===== src/rtl/noc_pkg.sv =====
// Shared NoC definitions: flit geometry, field extraction helpers and the
// receive-endpoint handshake state encoding.
package noc_pkg;

    localparam int SIZE        = 8;
    localparam int SRC_ID_BITS = 4;
    localparam int SEQ_BITS    = 4;

    typedef enum logic [1:0] {
        SYNC = 2'd0,
        IDLE = 2'd1,
        ACK  = 2'd2
    } rx_state_e;

    function automatic logic [SRC_ID_BITS-1:0] src_of(input logic [SIZE-1:0] flit);
        return flit[SIZE-1 -: SRC_ID_BITS];
    endfunction

    function automatic logic [SEQ_BITS-1:0] seq_of(input logic [SIZE-1:0] flit);
        return flit[SEQ_BITS-1:0];
    endfunction

endpackage


===== src/rtl/noc_sync_fifo.sv =====
// Single-clock FIFO with occupancy counter; when empty the read port keeps
// showing the most recently popped word (0 after reset).
module noc_sync_fifo #(
    parameter int WIDTH      = 8,
    parameter int DEPTH_LOG2 = 4
) (
    input  logic                  clk,
    input  logic                  reset,
    input  logic                  i_push,
    input  logic [WIDTH-1:0]      i_wdata,
    input  logic                  i_pop,
    output logic [WIDTH-1:0]      o_rdata,
    output logic                  o_full,
    output logic                  o_empty,
    output logic [DEPTH_LOG2:0]   o_level
);

    localparam int DEPTH = 1 << DEPTH_LOG2;
    localparam logic [DEPTH_LOG2-1:0] PTR_ONE  = {{(DEPTH_LOG2-1){1'b0}}, 1'b1};
    localparam logic [DEPTH_LOG2:0]   LVL_ONE  = {{DEPTH_LOG2{1'b0}}, 1'b1};
    localparam logic [DEPTH_LOG2:0]   LVL_ZERO = {(DEPTH_LOG2+1){1'b0}};

    logic [WIDTH-1:0]      r_mem [DEPTH];
    logic [DEPTH_LOG2-1:0] r_wr_ptr;
    logic [DEPTH_LOG2-1:0] r_rd_ptr;
    logic [DEPTH_LOG2:0]   r_level;
    logic [WIDTH-1:0]      r_last;
    logic                  w_push;
    logic                  w_pop;

    assign o_full  = r_level[DEPTH_LOG2];
    assign o_empty = (r_level == LVL_ZERO);
    assign o_level = r_level;
    assign o_rdata = o_empty ? r_last : r_mem[r_rd_ptr];
    assign w_push  = i_push && !o_full;
    assign w_pop   = i_pop && !o_empty;

    // Storage, pointers, occupancy and last-popped word
    always_ff @(posedge clk or negedge reset) begin
        if (!reset) begin
            for (int i = 0; i < DEPTH; i++) begin
                r_mem[i] <= {WIDTH{1'b0}};
            end
            r_wr_ptr <= {DEPTH_LOG2{1'b0}};
            r_rd_ptr <= {DEPTH_LOG2{1'b0}};
            r_level  <= LVL_ZERO;
            r_last   <= {WIDTH{1'b0}};
        end else begin
            if (w_push) begin
                r_mem[r_wr_ptr] <= i_wdata;
                r_wr_ptr        <= r_wr_ptr + PTR_ONE;
            end
            if (w_pop) begin
                r_last   <= r_mem[r_rd_ptr];
                r_rd_ptr <= r_rd_ptr + PTR_ONE;
            end
            case ({w_push, w_pop})
                2'b10:   r_level <= r_level + LVL_ONE;
                2'b01:   r_level <= r_level - LVL_ONE;
                default: r_level <= r_level;
            endcase
        end
    end

endmodule


===== src/rtl/noc_rx_endpoint.sv =====
// Receiving NoC endpoint: 4-phase req/ack capture into a FIFO with traffic stats.
// Per-source sequence checking is built only when NOC_RX_SEQ_CHECK_EN is defined.
import noc_pkg::*;

module noc_rx_endpoint #(
    parameter int DEPTH_LOG2 = 4,
    parameter int CNT_BITS   = 16
) (
    input  logic                   clk,
    input  logic                   reset,
    input  logic                   rx_req,
    input  logic [SIZE-1:0]        rx_data,
    output logic                   rx_ack,
    output logic                   out_valid,
    output logic [SIZE-1:0]        out_data,
    input  logic                   out_ready,
    output logic [CNT_BITS-1:0]    rx_count,
    output logic [CNT_BITS-1:0]    err_count,
    output logic [SRC_ID_BITS-1:0] last_err_src,
    output logic [DEPTH_LOG2:0]    fifo_level
);

    localparam logic [CNT_BITS-1:0] CNT_ONE = {{(CNT_BITS-1){1'b0}}, 1'b1};

    rx_state_e           r_state;
    rx_state_e           w_next;
    logic                r_ack;
    logic                w_push;
    logic                w_full;
    logic                w_empty;
    logic [CNT_BITS-1:0] r_rx_count;

    // Handshake next-state; capture only from IDLE against the registered full flag
    always_comb begin
        w_next = r_state;
        w_push = 1'b0;
        case (r_state)
            SYNC: begin
                if (!rx_req) begin
                    w_next = IDLE;
                end else begin
                    w_next = SYNC;
                end
            end
            IDLE: begin
                if (rx_req && !w_full) begin
                    w_push = 1'b1;
                    w_next = ACK;
                end else begin
                    w_next = IDLE;
                end
            end
            ACK: begin
                if (!rx_req) begin
                    w_next = IDLE;
                end else begin
                    w_next = ACK;
                end
            end
            default: w_next = SYNC;
        endcase
    end

    // State, registered acknowledge and accepted-flit counter
    always_ff @(posedge clk or negedge reset) begin
        if (!reset) begin
            r_state    <= SYNC;
            r_ack      <= 1'b0;
            r_rx_count <= {CNT_BITS{1'b0}};
        end else begin
            r_state <= w_next;
            r_ack   <= (w_next == ACK);
            if (w_push) begin
                r_rx_count <= r_rx_count + CNT_ONE;
            end
        end
    end

    noc_sync_fifo #(
        .WIDTH      (SIZE),
        .DEPTH_LOG2 (DEPTH_LOG2)
    ) u_fifo (
        .clk     (clk),
        .reset   (reset),
        .i_push  (w_push),
        .i_wdata (rx_data),
        .i_pop   (out_ready),
        .o_rdata (out_data),
        .o_full  (w_full),
        .o_empty (w_empty),
        .o_level (fifo_level)
    );

    assign rx_ack    = r_ack;
    assign out_valid = !w_empty;
    assign rx_count  = r_rx_count;

`ifdef NOC_RX_SEQ_CHECK_EN
    localparam logic [CNT_BITS-1:0] CNT_MAX = {CNT_BITS{1'b1}};
    localparam logic [SEQ_BITS-1:0] SEQ_ONE = {{(SEQ_BITS-1){1'b0}}, 1'b1};

    logic [SEQ_BITS-1:0]    r_exp [1 << SRC_ID_BITS];
    logic [CNT_BITS-1:0]    r_err_count;
    logic [SRC_ID_BITS-1:0] r_last_err_src;
    logic [SRC_ID_BITS-1:0] w_src;
    logic [SEQ_BITS-1:0]    w_seq;

    assign w_src = src_of(rx_data);
    assign w_seq = seq_of(rx_data);

    // Expected sequence always follows the received one, so a gap costs one error
    always_ff @(posedge clk or negedge reset) begin
        if (!reset) begin
            for (int i = 0; i < (1 << SRC_ID_BITS); i++) begin
                r_exp[i] <= {SEQ_BITS{1'b0}};
            end
            r_err_count    <= {CNT_BITS{1'b0}};
            r_last_err_src <= {SRC_ID_BITS{1'b0}};
        end else if (w_push) begin
            r_exp[w_src] <= w_seq + SEQ_ONE;
            if (w_seq != r_exp[w_src]) begin
                r_last_err_src <= w_src;
                if (r_err_count != CNT_MAX) begin
                    r_err_count <= r_err_count + CNT_ONE;
                end
            end
        end
    end

    assign err_count    = r_err_count;
    assign last_err_src = r_last_err_src;
`else
    assign err_count    = {CNT_BITS{1'b0}};
    assign last_err_src = {SRC_ID_BITS{1'b0}};
`endif

endmodule

===== config.mk =====
export PLATFORM = sky130hd
export DESIGN_NAME = noc_rx_endpoint
export DESIGN_NICKNAME = d
export VERILOG_FILES = /design/src/rtl/noc_pkg.sv /design/src/rtl/noc_sync_fifo.sv /design/src/rtl/noc_rx_endpoint.sv
export SDC_FILE = /design/constraint.sdc
export NUM_CORES = 1
export LEC_CHECK = 0
export ABC_AREA = 1
export CAP_MARGIN = 20
export CORE_UTILIZATION = 30
export DETAILED_ROUTE_END_ITERATION = 7
export GPL_TIMING_DRIVEN = 0
export MAX_ROUTING_LAYER = met4
export RECOVER_POWER = 100
export SYNTH_ARGS = -nofsm -noshare
export SYNTH_HDL_FRONTEND = slang
export SYNTH_HIERARCHICAL = 1
export SYNTH_SLANG_ARGS = --single-unit

===== constraint.sdc =====
create_clock -name clk -period 3.65 [get_ports clk]
set_clock_uncertainty 0.15 [all_clocks]
set_input_delay 1.095 -clock clk [delete_from_list [all_inputs] [get_ports clk]]
set_output_delay 1.095 -clock clk [all_outputs]
set_load 0.02 [all_outputs]

==> impl_metrics.csv <==
group,metric,value,unit
floorplan,start_util,30.8,%
grt,grt_max_degree,89,
yosys,ys_seq_area_share,48.5,%
sta,rsz0062_at_grt,"yes",
placement,placed_cell_area,0.00966,mm2
floorplan,die_x,172,um
clocking,cts.sinks,168,
clocking,ctsLongestPathBuffers,2,
grt,top_usage_layer,"met2",
critical_path,crit_chain,"buf_4 > buf_6 > nand2_1 > nand3_1 > nand3_1 > nand3_1 > nand2_1 > nand2_1 > nand2_1 > dlygate4sd2_1",
grt,grt_pass1_wl,38900,um
routing,detail-route-antenna-nets,0,
floorplan,die_h,172,um
power,clkPwrFrac,24.4,%
routing,vias,7415,
power,ir_drop,0.333,mV
sta,worst_pin_slew,2.06,ns
critical_path,critPathCaptureType,"output port",
power,switching_share,40.8,%
grt,grt_overflow,0,
sta,final_max_slew_viol_count,82,
placement,dp.final_hpwl,17100,um
critical_path,path_common_cell,"nand2_1",
sta,min_period,3.54,ns
sta,setup_tns,0,ns
routing,drtIter0Drc,657,
layout,finalNetCount,1246,
placement,place_inst,1580,
critical_path,crit_fanout,10,
critical_path,crit_family,"simple AND/OR/NAND/NOR gates",
yosys,synth_cell_types,29,
floorplan,row_count,61,
clocking,worstSkewPairLatency,0.43,ns
grt,grt_use_met2,26.9,%
floorplan,io_pins,63,
clocking,clk_pin_slew,0.07,ns
routing,drc,0,
layout,synthToLayoutAreaGrowth,18.8,%
layout,drive_gt1_share,8.16,%
status,failed_checks,"max-capacitance violations, max-slew violations",
placement,port-buffer-count,42,
grt,grt_util_all_layers,17.8,%
sta,hold_viol,0,
critical_path,cp.required,2.40,ns
floorplan,core_region_area,0.0281,mm2
layout,fin_area,0.0103,mm2
critical_path,r2r-start,"u_fifo/o_level[4]",
sta,setup_viol,0,
power,power_density,842,mW/mm2
clocking,cts_buffers,17,
status,outcome,"complete, but fails checks",
yosys,yosys_warnings,6,
yosys,synth_cells,1140,
job,drv_cap,1,
power,combPwrFrac,42.0,%
routing,wire_per_inst,15.0,um
critical_path,r2r_slack,0.68,ns
layout,fillers,3005,
critical_path,cp_num_buf_inv,3,
floorplan,die_area,0.0296,mm2
placement,place.gp.congestion,0.877,
power,internal-power,5.13,mW
min_path,hp-class,"reg -> reg",
clocking,cts_tree,"done",
yosys,synth.cell_area,0.00866,mm2
layout,diodes,0,
layout,final_cell_mix,"nand2_1 (400), dfrtp_1 (167), inv_1 (154)",
yosys,syn_avg_cell_area,7.60,um2
critical_path,crit_end,"out_data[5]",
clocking,cts_htree_levels,4,
critical_path,r2r_cells,16,
critical_path,rr_endpoint,"u_fifo/o_level[4]",
routing,viasPerCell,4.59,
critical_path,startpoint,"u_fifo/r_rd_ptr[0]",
power,p_leak,5.00,nW
yosys,synth-seq-cells,168,
routing,finalWirelength,24200,um
grt,antenna_found_initial,0,
sta,fmax,282,MHz
clocking,cts_hold_buf,0,
layout,multi_input_area,0.00343,mm2
layout,layout_commonest_cell,"nand2_1",
grt,use_met1,24.6,%
critical_path,crit_type,"reg -> out",
critical_path,crit_arrival,2.30,ns
critical_path,cp_slowest_stage_delay,0.40,ns
power,seqPwrFrac,33.6,%
grt,grt_util_met3,3.50,%
layout,seqCellArea,0.00421,mm2
sta,period_share,97.1,%
critical_path,startpoint_type,"flip-flop",
sta,maxSlewHeadroom,-37.4,%
routing,drt_first_pass_iters,5,
critical_path,path_depth,10,
critical_path,critPathSlowestCell,"dfrtp_1",
layout,layoutNonFillerInstCount,1616,
clocking,clock-root-buffer,"clkbuf_16",
power,p_sw,3.53,mW
grt,grt_pass1_vias,6943,
metal layers:
metal	vias to the layer above	wire length, um	part of all wire [%]
met1	3467	11200	46
li1	3670	-	-
met2	251	11100	46
met4	0	367	1.5
met3	27	1550	6.4
met5	-	0	0
layout make-up:
class / instances / area share (%)
timing repair buffer: 48 / 4.18
tap: 378 / 4.60
sequential: 168 / 40.9
inverter: 159 / 5.85
clock buffer: 17 / 4.14
clock inverter: 15 / 2.57
multi-input combinational: 758 / 33.3
buffer: 73 / 4.45
state kept, by name, summed over array words and instances, names as in the netlist:
name / flops
r_state: 2
rx_ack: 1
rx_count: 16
u_fifo/o_level: 5
u_fifo/r_last: 8
u_fifo/r_mem: 128
u_fifo/r_rd_ptr: 4
u_fifo/r_wr_ptr: 4
synth_stat cells, drive strengths merged:
library cell  number  area, um2
nand2            401       1510
dfrtp            168       4200
inv              156        586
o21ai            137        686
nand3            120        611
buf               57        365
nor2              33        196
clkbuf            17       73.8
ha                 9        113
nand4              9       62.6
xor2               9       78.8
xnor2              8       70.1
nand3b             4       30.0
clkinv             3       11.3
a21oi              2       10.0
nor3               2       20.0
o31ai              2       15.0
conb               1       3.75
o21a               1       7.51
or2                1       6.26
kinds of logic after synthesis:
| kind of cell | share of synthesized area, % |
|---|---|
| XOR/XNOR | 1.72 |
| AO/OA/AOI/OAI | 8.29 |
| flip-flops | 48.5 |
| other | 0.0433 |
| AND/OR/NAND/NOR | 28.2 |
| buffers and inverters | 12.0 |
| adder cells (fa/ha/maj) | 1.30 |
power groups by stage:
stage / clock, mW / combinational [mW] / sequential, mW
floorplan: 0 / 2.33 / 2.93
detailed placement: 0 / 3.62 / 2.94
finish: 2.11 / 3.64 / 2.91
global route: 2.24 / 4.09 / 3.00
CTS: 2.15 / 3.65 / 2.91
global placement: 0 / 3.57 / 2.93
metrics by stage:
stage / util [%] / hold WS, ns / power, mW / setup slack, ns
after global routing: 36.6 / 0.360 / 9.32 / -0.0507
after global placement: 34.3 / 0.314 / 6.51 / -5.97
after CTS: 37.1 / 0.334 / 8.71 / 0.0470
final: 36.6 / 0.332 / 8.66 / 0.107
after floorplan: - / 0.299 / 5.26 / 0.333
after detailed placement: 34.4 / 0.316 / 6.56 / -0.698
worst reg2reg max path, cell delays in order, from the launching register on:
cell and delay [ns]:
dfrtp_2 0.48, nor2_1 0.17, nand3_2 0.22, nand2_2 0.26, inv_1 0.12, clkbuf_1 0.28, ha_4 0.28, xor2_1 0.16
ha_1 0.18, a21oi_1 0.15, nor2_1 0.09, nand2_1 0.08, nand2_1 0.05, nand2_1 0.06, nand2_1 0.04, nand2_1 0.05
nand2_1 0.04
worst min-delay path by stage:
stage                                start               end  slack [ns]  cells past startpoint
final                     u_fifo/r_last[1]  u_fifo/r_last[1]        0.33                      2
after CTS                 u_fifo/r_last[1]  u_fifo/r_last[1]        0.33                      2
after global placement    u_fifo/r_last[4]  u_fifo/r_last[4]        0.31                      2
after global routing      u_fifo/r_last[0]  u_fifo/r_last[0]        0.36                      2
after floorplan           u_fifo/r_last[0]  u_fifo/r_last[0]        0.30                      2
after detailed placement  u_fifo/r_last[1]  u_fifo/r_last[1]        0.32                      2
timing repair:
item / CTS / global route
setup endpoints to repair: 10 / 10
pin swaps: 2 / 1
gates resized for setup: 34 / 24
buffers inserted: 2 / 3
No activity file was read; power rests on OpenSTA's default activity.
